<file path="config.mk">
export PLATFORM = sky130hd
export DESIGN_NAME = dsp_sd_dac
export DESIGN_NICKNAME = d
export VERILOG_FILES = /design/src/rtl/dsp_dac_pkg.sv /design/src/rtl/dsp_dac_fifo.sv /design/src/rtl/dsp_sd_dac.sv
export SDC_FILE = /design/constraint.sdc
export NUM_CORES = 1
export LEC_CHECK = 0
export BUFFER_PORTS_ARGS = -buffer_cell sky130_fd_sc_hd__buf_2
export CAP_MARGIN = 20
export CORE_ASPECT_RATIO = 0.75
export CORE_MARGIN = 5
export CORE_UTILIZATION = 60
export DETAILED_ROUTE_END_ITERATION = 12
export GPL_ROUTABILITY_DRIVEN = 0
export PLACE_DENSITY = 0.81
export RECOVER_POWER = 25
export SETUP_SLACK_MARGIN = 0.05
export SLEW_MARGIN = 30
export SYNTH_ARGS = -nofsm -noshare
export SYNTH_HDL_FRONTEND = slang
export SYNTH_SLANG_ARGS = --single-unit
</file>
<file path="constraint.sdc">
create_clock -name wb_clk_i -period 3.9 [get_ports wb_clk_i]
set_input_delay 0.195 -clock wb_clk_i [delete_from_list [all_inputs] [get_ports wb_clk_i]]
set_output_delay 0.195 -clock wb_clk_i [all_outputs]
set_load 0.005 [all_outputs]
</file>
<file path="src/rtl/dsp_dac_pkg.sv">
// Shared defaults and sample type for the sigma-delta DAC output stage.
package dsp_dac_pkg;
  localparam int DEF_DW         = 16;
  localparam int DEF_OSR_W      = 8;
  localparam int DEF_FIFO_DEPTH = 4;

  typedef logic signed [DEF_DW-1:0] sample_t;

  // Signed zero sits at the middle of the offset-binary output range.
  localparam sample_t MIDSCALE = '0;
endpackage

</file>
<file path="src/rtl/dsp_dac_fifo.sv">
// Small synchronous sample FIFO; registered count drives full/empty.
module dsp_dac_fifo #(
  parameter int W     = 16,
  parameter int DEPTH = 4
) (
  input  logic                     clk,
  input  logic                     rst_n,
  input  logic                     push,
  input  logic [W-1:0]             din,
  input  logic                     pop,
  output logic [W-1:0]             dout,
  output logic                     full,
  output logic                     empty,
  output logic [$clog2(DEPTH):0]   count
);
  localparam int AW = $clog2(DEPTH);

  logic [W-1:0]  mem [DEPTH];
  logic [AW-1:0] wptr, rptr;
  logic          do_push, do_pop;

  assign full    = (count == (AW+1)'(DEPTH));
  assign empty   = (count == '0);
  assign do_push = push && !full;
  assign do_pop  = pop && !empty;
  assign dout    = mem[rptr];

  always_ff @(posedge clk or negedge rst_n) begin
    if (!rst_n) begin
      wptr  <= '0;
      rptr  <= '0;
      count <= '0;
    end else begin
      if (do_push) wptr <= wptr + AW'(1);
      if (do_pop)  rptr <= rptr + AW'(1);
      count <= count + (AW+1)'(do_push) - (AW+1)'(do_pop);
    end
  end

  // Storage needs no reset: pointers and count define what is valid.
  always_ff @(posedge clk) begin
    if (do_push) mem[wptr] <= din;
  end
endmodule

</file>
<file path="src/rtl/dsp_sd_dac.sv">
// First-order sigma-delta DAC: FIFO-buffered PCM in, 1-bit pulse-density out.
module dsp_sd_dac
  import dsp_dac_pkg::*;
#(
  parameter int DW         = DEF_DW,
  parameter int OSR_W      = DEF_OSR_W,
  parameter int FIFO_DEPTH = DEF_FIFO_DEPTH
) (
  input  logic                          wb_clk_i,
  input  logic                          wb_rst_ni,
  input  logic                          enable_i,
  input  logic [OSR_W-1:0]              osr_i,
  input  logic                          s_valid_i,
  input  logic [DW-1:0]                 s_data_i,
  output logic                          s_ready_o,
  output logic                          dac_o,
  output logic                          dac_oeb_o,
  output logic                          underrun_o,
  input  logic                          clr_underrun_i,
  output logic [$clog2(FIFO_DEPTH):0]   fifo_level_o
);
  logic [DW-1:0]        head;
  logic                 full, empty;
  logic [OSR_W-1:0]     cnt;
  logic                 tick;
  logic signed [DW-1:0] cur;
  logic                 primed;
  logic [DW-1:0]        acc, u;
  logic [DW:0]          acc_next;

  dsp_dac_fifo #(.W(DW), .DEPTH(FIFO_DEPTH)) u_fifo (
    .clk   (wb_clk_i),
    .rst_n (wb_rst_ni),
    .push  (s_valid_i),
    .din   (s_data_i),
    .pop   (tick),
    .dout  (head),
    .full  (full),
    .empty (empty),
    .count (fifo_level_o)
  );

  assign s_ready_o = !full;
  // >= rather than == so lowering osr_i mid-period cannot skip a tick.
  assign tick      = enable_i && (cnt >= osr_i);
  assign u         = {~cur[DW-1], cur[DW-2:0]};
  assign acc_next  = {1'b0, acc} + {1'b0, u};

  always_ff @(posedge wb_clk_i or negedge wb_rst_ni) begin
    if (!wb_rst_ni) begin
      cnt       <= '0;
      acc       <= '0;
      dac_o     <= 1'b0;
      dac_oeb_o <= 1'b1;
      cur       <= DW'(MIDSCALE);
      primed    <= 1'b0;
    end else if (!enable_i) begin
      cnt       <= '0;
      acc       <= '0;
      dac_o     <= 1'b0;
      dac_oeb_o <= 1'b1;
      cur       <= DW'(MIDSCALE);
      primed    <= 1'b0;
    end else begin
      dac_oeb_o <= 1'b0;
      acc       <= acc_next[DW-1:0];
      dac_o     <= acc_next[DW];
      cnt       <= tick ? '0 : cnt + OSR_W'(1);
      if (tick && !empty) begin
        cur    <= $signed(head);
        primed <= 1'b1;
      end
    end
  end

  // Underrun only counts once real data has flowed; set beats clear.
  always_ff @(posedge wb_clk_i or negedge wb_rst_ni) begin
    if (!wb_rst_ni)                  underrun_o <= 1'b0;
    else if (tick && empty && primed) underrun_o <= 1'b1;
    else if (clr_underrun_i)          underrun_o <= 1'b0;
  end
endmodule

</file>
==> results of run 1 <==
==> metrics by stage <==
| stage | cells | utilization [%] | setup slack [ns] | hold WS, ns |
|---|---|---|---|---|
| after floorplan | 407 | - | 0.970 | -0.101 |
| after global placement | 539 | 65.7 | 0.809 | 0.346 |
| after detailed placement | 539 | 65.7 | 0.691 | 0.351 |
| after CTS | 582 | 74.0 | 0.669 | 0.00229 |
| after global routing | 582 | 73.7 | 0.408 | 0.00245 |
| final | 582 | 73.7 | 0.659 | 0.0144 |
==> layout make-up <==
class                           count  area (um2)
Tap cell                          108         135
Fill cell                         551        2260
Inverter                           22        82.6
Clock buffer                       23         468
Multi-Input combinational cell    254        2020
Clock inverter                      9         131
Sequential cell                   115        3200
Timing Repair Buffer               51         299
==> path summary, 6_finish.rpt <==
path	slack (ns)	to	cells after the start	from
hold / removal	0.01	underrun_o$_DFFE_PN0P_	2	clr_underrun_i
max in group asynchronous	2.99	u_fifo.rptr[0]$_DFFE_PN0P_	3	wb_rst_ni
setup reg to reg	0.66	u_fifo.count[2]$_DFF_PN0_	15	cnt[0]$_DFF_PN0_
min in group asynchronous	0.44	cnt[5]$_DFF_PN0_	3	wb_rst_ni
setup / recovery	0.66	u_fifo.count[2]$_DFF_PN0_	15	cnt[0]$_DFF_PN0_
hold reg to reg	0.51	cnt[0]$_DFF_PN0_	1	cnt[0]$_DFF_PN0_
==> cell families after synthesis <==
group	share of synthesized area, %
xor+xnor	3.26
fa+ha+maj	7.97
compound gates	10.7
simple gates	8.30
buf+inv	2.87
mux	7.27
flops	59.6
==> placed cells by master (no fill, tap or decap), types with 2 or more instances in the layout <==
| cell type | instances |
|---|---|
| edfxtp_1 | 64 |
| dfrtp_1 | 49 |
| ha_1 | 31 |
| a21oi_1 | 29 |
| nor2_1 | 27 |
| inv_1 | 22 |
| nand3_1 | 22 |
| o21ai_0 | 22 |
| clkbuf_1 | 21 |
| buf_2 | 19 |
| clkbuf_16 | 17 |
| nand2_1 | 16 |
| mux4_2 | 16 |
| xnor2_1 | 12 |
| dlygate4sd3_1 | 11 |
| and3_1 | 8 |
| a21o_1 | 8 |
| xor2_1 | 8 |
| a211oi_1 | 5 |
| nand2b_1 | 4 |
| nand4_1 | 4 |
| buf_4 | 4 |
| o21a_1 | 3 |
| o21ai_1 | 3 |
| nor3_1 | 3 |
| mux2i_1 | 3 |
| bufinv_16 | 3 |
| or3_1 | 2 |
| a221oi_1 | 2 |
| or2_2 | 2 |
| a31oi_1 | 2 |
| o31a_1 | 2 |
| and2_1 | 2 |
| fa_1 | 2 |
| clkinvlp_4 | 2 |
| clkbuf_8 | 2 |
| clkinv_4 | 2 |
==> per-layer routing <==
metal  wire length, um  vias up  global-route usage, %
met1              4830     1769                   27.7
met4               104        0                   5.79
li1                  -     1629                      -
met5                 0        -                      0
met3               622       12                   7.38
met2              5260      111                   34.4
==> what timing repair did <==
| item | in CTS | in global routing |
|---|---|---|
| endpoints found under the hold margin | 83 | 0 |
| resized for setup | 0 | 0 |
| hold buffers | 11 | 0 |
| endpoints found under the setup margin | 0 | 0 |
==> power by group through the flow <==
stage | clock network (mW) | logic (mW) | registers [mW]
detailed placement | 0 | 0.551 | 1.63
finish | 1.56 | 0.567 | 1.61
CTS | 1.58 | 0.572 | 1.62
floorplan | 0 | 0.444 | 1.55
global placement | 0 | 0.531 | 1.62
global route | 1.65 | 0.620 | 1.64
==> state kept, by name (all words and copies together), names as in the netlist, 2 cells and up <==
register / cells
u_fifo.mem: 64
u_fifo.rptr: 2
cur: 16
u_fifo.count: 3
u_fifo.wptr: 2
cnt: 8
acc: 16
==> worst register-to-register path, delay by kind of cell, from the launching register on <==
family          cells  cell delay (ns)
flops               1             0.40
buf+inv             5             0.47
compound gates      2             0.63
xor+xnor            2             0.27
fa+ha+maj           4             1.04
simple gates        2             0.30
==> run_results.csv, run 1 <==
group,metric,value,unit
placed_design,detailed_place_hpwl,6780,um
sta,tightest_slew,1.43,ns
cells_and_area,nets,523,
power_and_ir_drop,seqPwrFrac,43.1,%
grt,grt_overflow,0,
critical_path,path_cells,"inv_1 > ha_1 > nand2b_1 > a2111oi_2 > o31ai_2 > buf_4 > nand3_1 > inv_1 > ha_1 > inv_1 > ha_1 > inv_1 > fa_1 > xnor2_1 > xnor2_1",
critical_path,worst-setup-path-type,"flop to flop",
placed_design,placed_area,0.00565,mm2
yosys,syn_avg_cell_area,13.2,um2
routing,first_iter_violations,232,
routing,post-route-drc-count,0,
sta,finalHoldViolations,0,
critical_path,crit_path_max_fanout,20,
yosys,ys.flop_type,"edfxtp_1",
floorplan,ioPinCount,36,
critical_path,cp-end-kind,"flop",
yosys,synth_area,0.00537,mm2
critical_path,crit_family,"adder cells",
grt,grtUsageTotal,21.3,%
sta,finalMaxSlewViolations,0,
critical_path,startpoint_type,"flop",
floorplan,dieHeight,91.9,um
critical_path,crit_top_cell,"inv_1",
sta,maxSlewHeadroom,4.48,%
clock_tree,clockBufferDepth,2,
yosys,ys_types,48,
sta,fin_skew,0.00791,ns
floorplan,rows,29,
sta,period_share,83.1,%
power_and_ir_drop,p_total,3.74,mW
grt,antenna_found_initial,0,
clock_tree,ctsHtreeMaxLevel,4,
routing,ant_nets,0,
clock_tree,cts_buffers,17,
floorplan,start_util,62.4,%
routing,wl_per_cell,18.6,um
critical_path,crit_buf_inv,5,
cells_and_area,area_growth,18.0,%
cells_and_area,fin_area,0.00634,mm2
yosys,yosys.area.top_type,"edfxtp_1",
power_and_ir_drop,max-vdd-ir-drop,0.647,mV
routing,first_pass_iters,4,
routing,vias,3521,
cells_and_area,drive_gt1_share,15.8,%
sta,clock.fmax,309,MHz
sta,fin_crit,3.24,ns
floorplan,die_w,119,um
floorplan,dieArea,0.0110,mm2
yosys,synth_top_area_share,35.8,%
clock_tree,cts_tree,"done",
hold_path,hp-class,"input pin to flop",
critical_path,slowest_stage,"a2111oi_2",
yosys,synth_nets,469,
power_and_ir_drop,internal_power,2.79,mW
yosys,synth_area_leaders,"edfxtp_1, dfrtp_1, ha_1",
yosys,synth_seq_cells,115,
floorplan,core_area,0.00860,mm2
power_and_ir_drop,leakage,2.62,nW
yosys,syn_inst,407,
placed_design,portBuffers,35,
run,cap_violations,0,
grt,grt_max_degree,52,
clock_tree,cts_root_buffer,"clkbuf_16",
yosys,yosysWarnings,0,
yosys,async_reset_ff_share,44.3,%
power_and_ir_drop,swShare,25.5,%
routing,drt_wl_total,10800,um
sta,rsz0062_at_grt,"no",
clock_tree,clock-sinks,115,
power_and_ir_drop,p_clk_share,41.8,%
yosys,seq_area_frac_synth,59.6,%
grt,grt_pass1_vias,3560,
critical_path,cpPeakStageDelay,0.52,ns
grt,grt_pass1_wl,17900,um
cells_and_area,n_antenna_cell,0,
yosys,synth_edf_count,64,
power_and_ir_drop,p_comb_share,15.2,%
power_and_ir_drop,power_density,590,mW/mm2
yosys,yosysMostFrequentCell,"edfxtp_1",
critical_path,cp.required,4.18,ns
yosys,synth_common_cells,"edfxtp_1, dfrtp_1, ha_1, a21oi_1, nor2_1",
routing,viasPerCell,6.05,
outcome,outcome,"completed",
power_and_ir_drop,p_sw,0.954,mW
sta,setup_violations,0,
clock_tree,clk_pin_slew,0.05,ns
sta,finalSetupTns,0,ns
clock_tree,clock_latency,0.41,ns
clock_tree,postCtsSetupBuffers,0,
critical_path,arrival,3.52,ns
(Power assumes the default switching activity.)
==> run 2: changes to the inputs <==
==> constraint.sdc (replaced) <==
create_clock -name wb_clk_i -period 3.2 [get_ports wb_clk_i]
set_input_delay 0.16 -clock wb_clk_i [delete_from_list [all_inputs] [get_ports wb_clk_i]]
set_output_delay 0.16 -clock wb_clk_i [all_outputs]
set_load 0.005 [all_outputs]
==> run_results.csv, run 2 (same netlist as run 1, synthesis figures left out) <==
group,metric,value,unit
grt,grtUsageTotal,20.9,%
cells_and_area,fin_area,0.00643,mm2
floorplan,die_w,119,um
sta,period_share,92.2,%
critical_path,cp.required,3.49,ns
routing,first_iter_violations,235,
clock_tree,cts_tree,"done",
clock_tree,clock_latency,0.41,ns
critical_path,startpoint_type,"flop",
floorplan,start_util,62.4,%
cells_and_area,drive_gt1_share,16.8,%
critical_path,crit_path_max_fanout,5,
power_and_ir_drop,swShare,27.2,%
cells_and_area,final_common_cell,"edfxtp_1",
power_and_ir_drop,p_comb_share,16.6,%
sta,finalMaxSlewViolations,0,
placed_design,detailed_place_hpwl,6990,um
hold_path,hp-class,"input pin to flop",
cells_and_area,instances_no_fill,590,
outcome,outcome,"completed",
critical_path,r2r_cells,14,
floorplan,dieHeight,91.9,um
routing,first_pass_iters,5,
placed_design,pre_cts_ws,0.123,ns
sta,tightest_slew,1.35,ns
power_and_ir_drop,leakage,2.66,nW
cells_and_area,final_core_util,74.7,%
grt,grt_pass1_wl,17700,um
floorplan,dieArea,0.0110,mm2
routing,drt_wl_total,10600,um
sta,setup_slack,0.248,ns
sta,hold_slack,0.145,ns
sta,maxSlewHeadroom,9.77,%
clock_tree,clk_pin_slew,0.06,ns
power_and_ir_drop,p_clk_share,41.5,%
cells_and_area,reg.largest.list,"u_fifo.mem (64), acc (16), cur (16)",
grt,grt_overflow,0,
critical_path,cp-end-kind,"flop",
clock_tree,clockBufferDepth,2,
floorplan,rows,29,
placed_design,placed_area,0.00566,mm2
sta,fin_skew,0.00746,ns
sta,finalSetupTns,0,ns
critical_path,reg2reg_to,"u_fifo.count[2]$_DFF_PN0_",
critical_path,endpoint,"u_fifo.count[2]$_DFF_PN0_",
sta,fin_crit,2.95,ns
critical_path,regToRegSetupSlack,0.25,ns
sta,clock.fmax,339,MHz
clock_tree,cts_root_buffer,"clkbuf_16",
routing,viasPerCell,5.81,
power_and_ir_drop,max-vdd-ir-drop,0.566,mV
sta,setup_violations,0,
critical_path,worst-setup-path-type,"flop to flop",
routing,post-route-drc-count,0,
critical_path,critPathLaunch,"cnt[0]$_DFF_PN0_",
power_and_ir_drop,p_sw,1.24,mW
clock_tree,ctsHtreeMaxLevel,4,
run,cap_violations,0,
power_and_ir_drop,power_density,708,mW/mm2
grt,grt_pass1_vias,3533,
floorplan,ioPinCount,36,
placed_design,portBuffers,35,
critical_path,rr_startpoint,"cnt[0]$_DFF_PN0_",
routing,ant_nets,0,
placed_design,dpl.cell_count,540,
clock_tree,postCtsSetupBuffers,0,
clock_tree,clock-sinks,115,
grt,antenna_found_initial,0,
clock_tree,cts_buffers,17,
cells_and_area,n_antenna_cell,0,
power_and_ir_drop,p_total,4.55,mW
sta,finalHoldViolations,0,
routing,vias,3430,
cells_and_area,largest_reg_flops,64,
routing,wl_per_cell,18.0,um
cells_and_area,area_growth,19.7,%
critical_path,arrival,3.24,ns
sta,rsz0062_at_grt,"no",
cells_and_area,nets,531,
power_and_ir_drop,seqPwrFrac,41.8,%
floorplan,core_area,0.00860,mm2
cells_and_area,top_register,"u_fifo.mem",
grt,grt_max_degree,30,
cells_and_area,layout_common_cells,"edfxtp_1, dfrtp_1, ha_1",
power_and_ir_drop,internal_power,3.31,mW
-- run 2: cell count changes in the layout (fill, tap and decap cells not counted), moves of 2 or more --
cell and change:
clkinvlp_4 +2, inv_6 +7, clkinv_4 -2, dlygate4sd3_1 +7
clkbuf_1 -4, clkbuf_8 -2
-- run 2: critical path: stages (launching register included) --
cell and delay (ns):
dfrtp_1 0.41, inv_1 0.06, ha_1 0.27, nand2b_1 0.18
a2111oi_4 0.37, o31ai_2 0.15, nand3_1 0.15, inv_1 0.06
ha_1 0.26, inv_1 0.06, ha_1 0.15, inv_1 0.05
fa_1 0.38, xnor2_1 0.15, xnor2_1 0.13
-- run 2: power by group through the flow --
stage	logic (mW)	clock network (mW)	registers (mW)
global route	0.845	1.99	1.93
floorplan	0.541	0	1.89
finish	0.758	1.89	1.90
CTS	0.769	1.91	1.91
global placement	0.721	0	1.91
detailed placement	0.752	0	1.93
-- run 2: what timing repair did --
action	CTS	global route
endpoints found under the setup margin	0	1
resized for setup	0	2
hold buffers	18	0
hold endpoints to repair	91	0
-- run 2: cell type report --
cell class                      count  area, um2
Tap cell                          108        135
Multi-Input combinational cell    254       2040
Sequential cell                   115       3200
Timing Repair Buffer               59        377
Clock inverter                     15        168
Clock buffer                       17        425
Inverter                           22       82.6
Fill cell                         534       2170
-- run 2: worst min-delay path by stage --
stage	startpoint	endpoint	slack, ns	cells after the start
floorplan	wb_rst_ni	acc[0]$_DFF_PN0_	-0.14	0
global placement	wb_rst_ni	cnt[7]$_DFF_PN0_	0.21	1
detailed placement	wb_rst_ni	cnt[7]$_DFF_PN0_	0.22	1
finish	enable_i	acc[11]$_DFF_PN0_	0.15	3
CTS	enable_i	acc[11]$_DFF_PN0_	0.13	3
global route	enable_i	dac_o$_DFF_PN0_	0.16	3
-- run 2: per-layer routing --
metal / track usage [%] / wire length, um
met1: 28.4 / 4820
met2: 32.3 / 5070
met3: 6.89 / 669
met4: 6.56 / 69
met5: 0 / 0
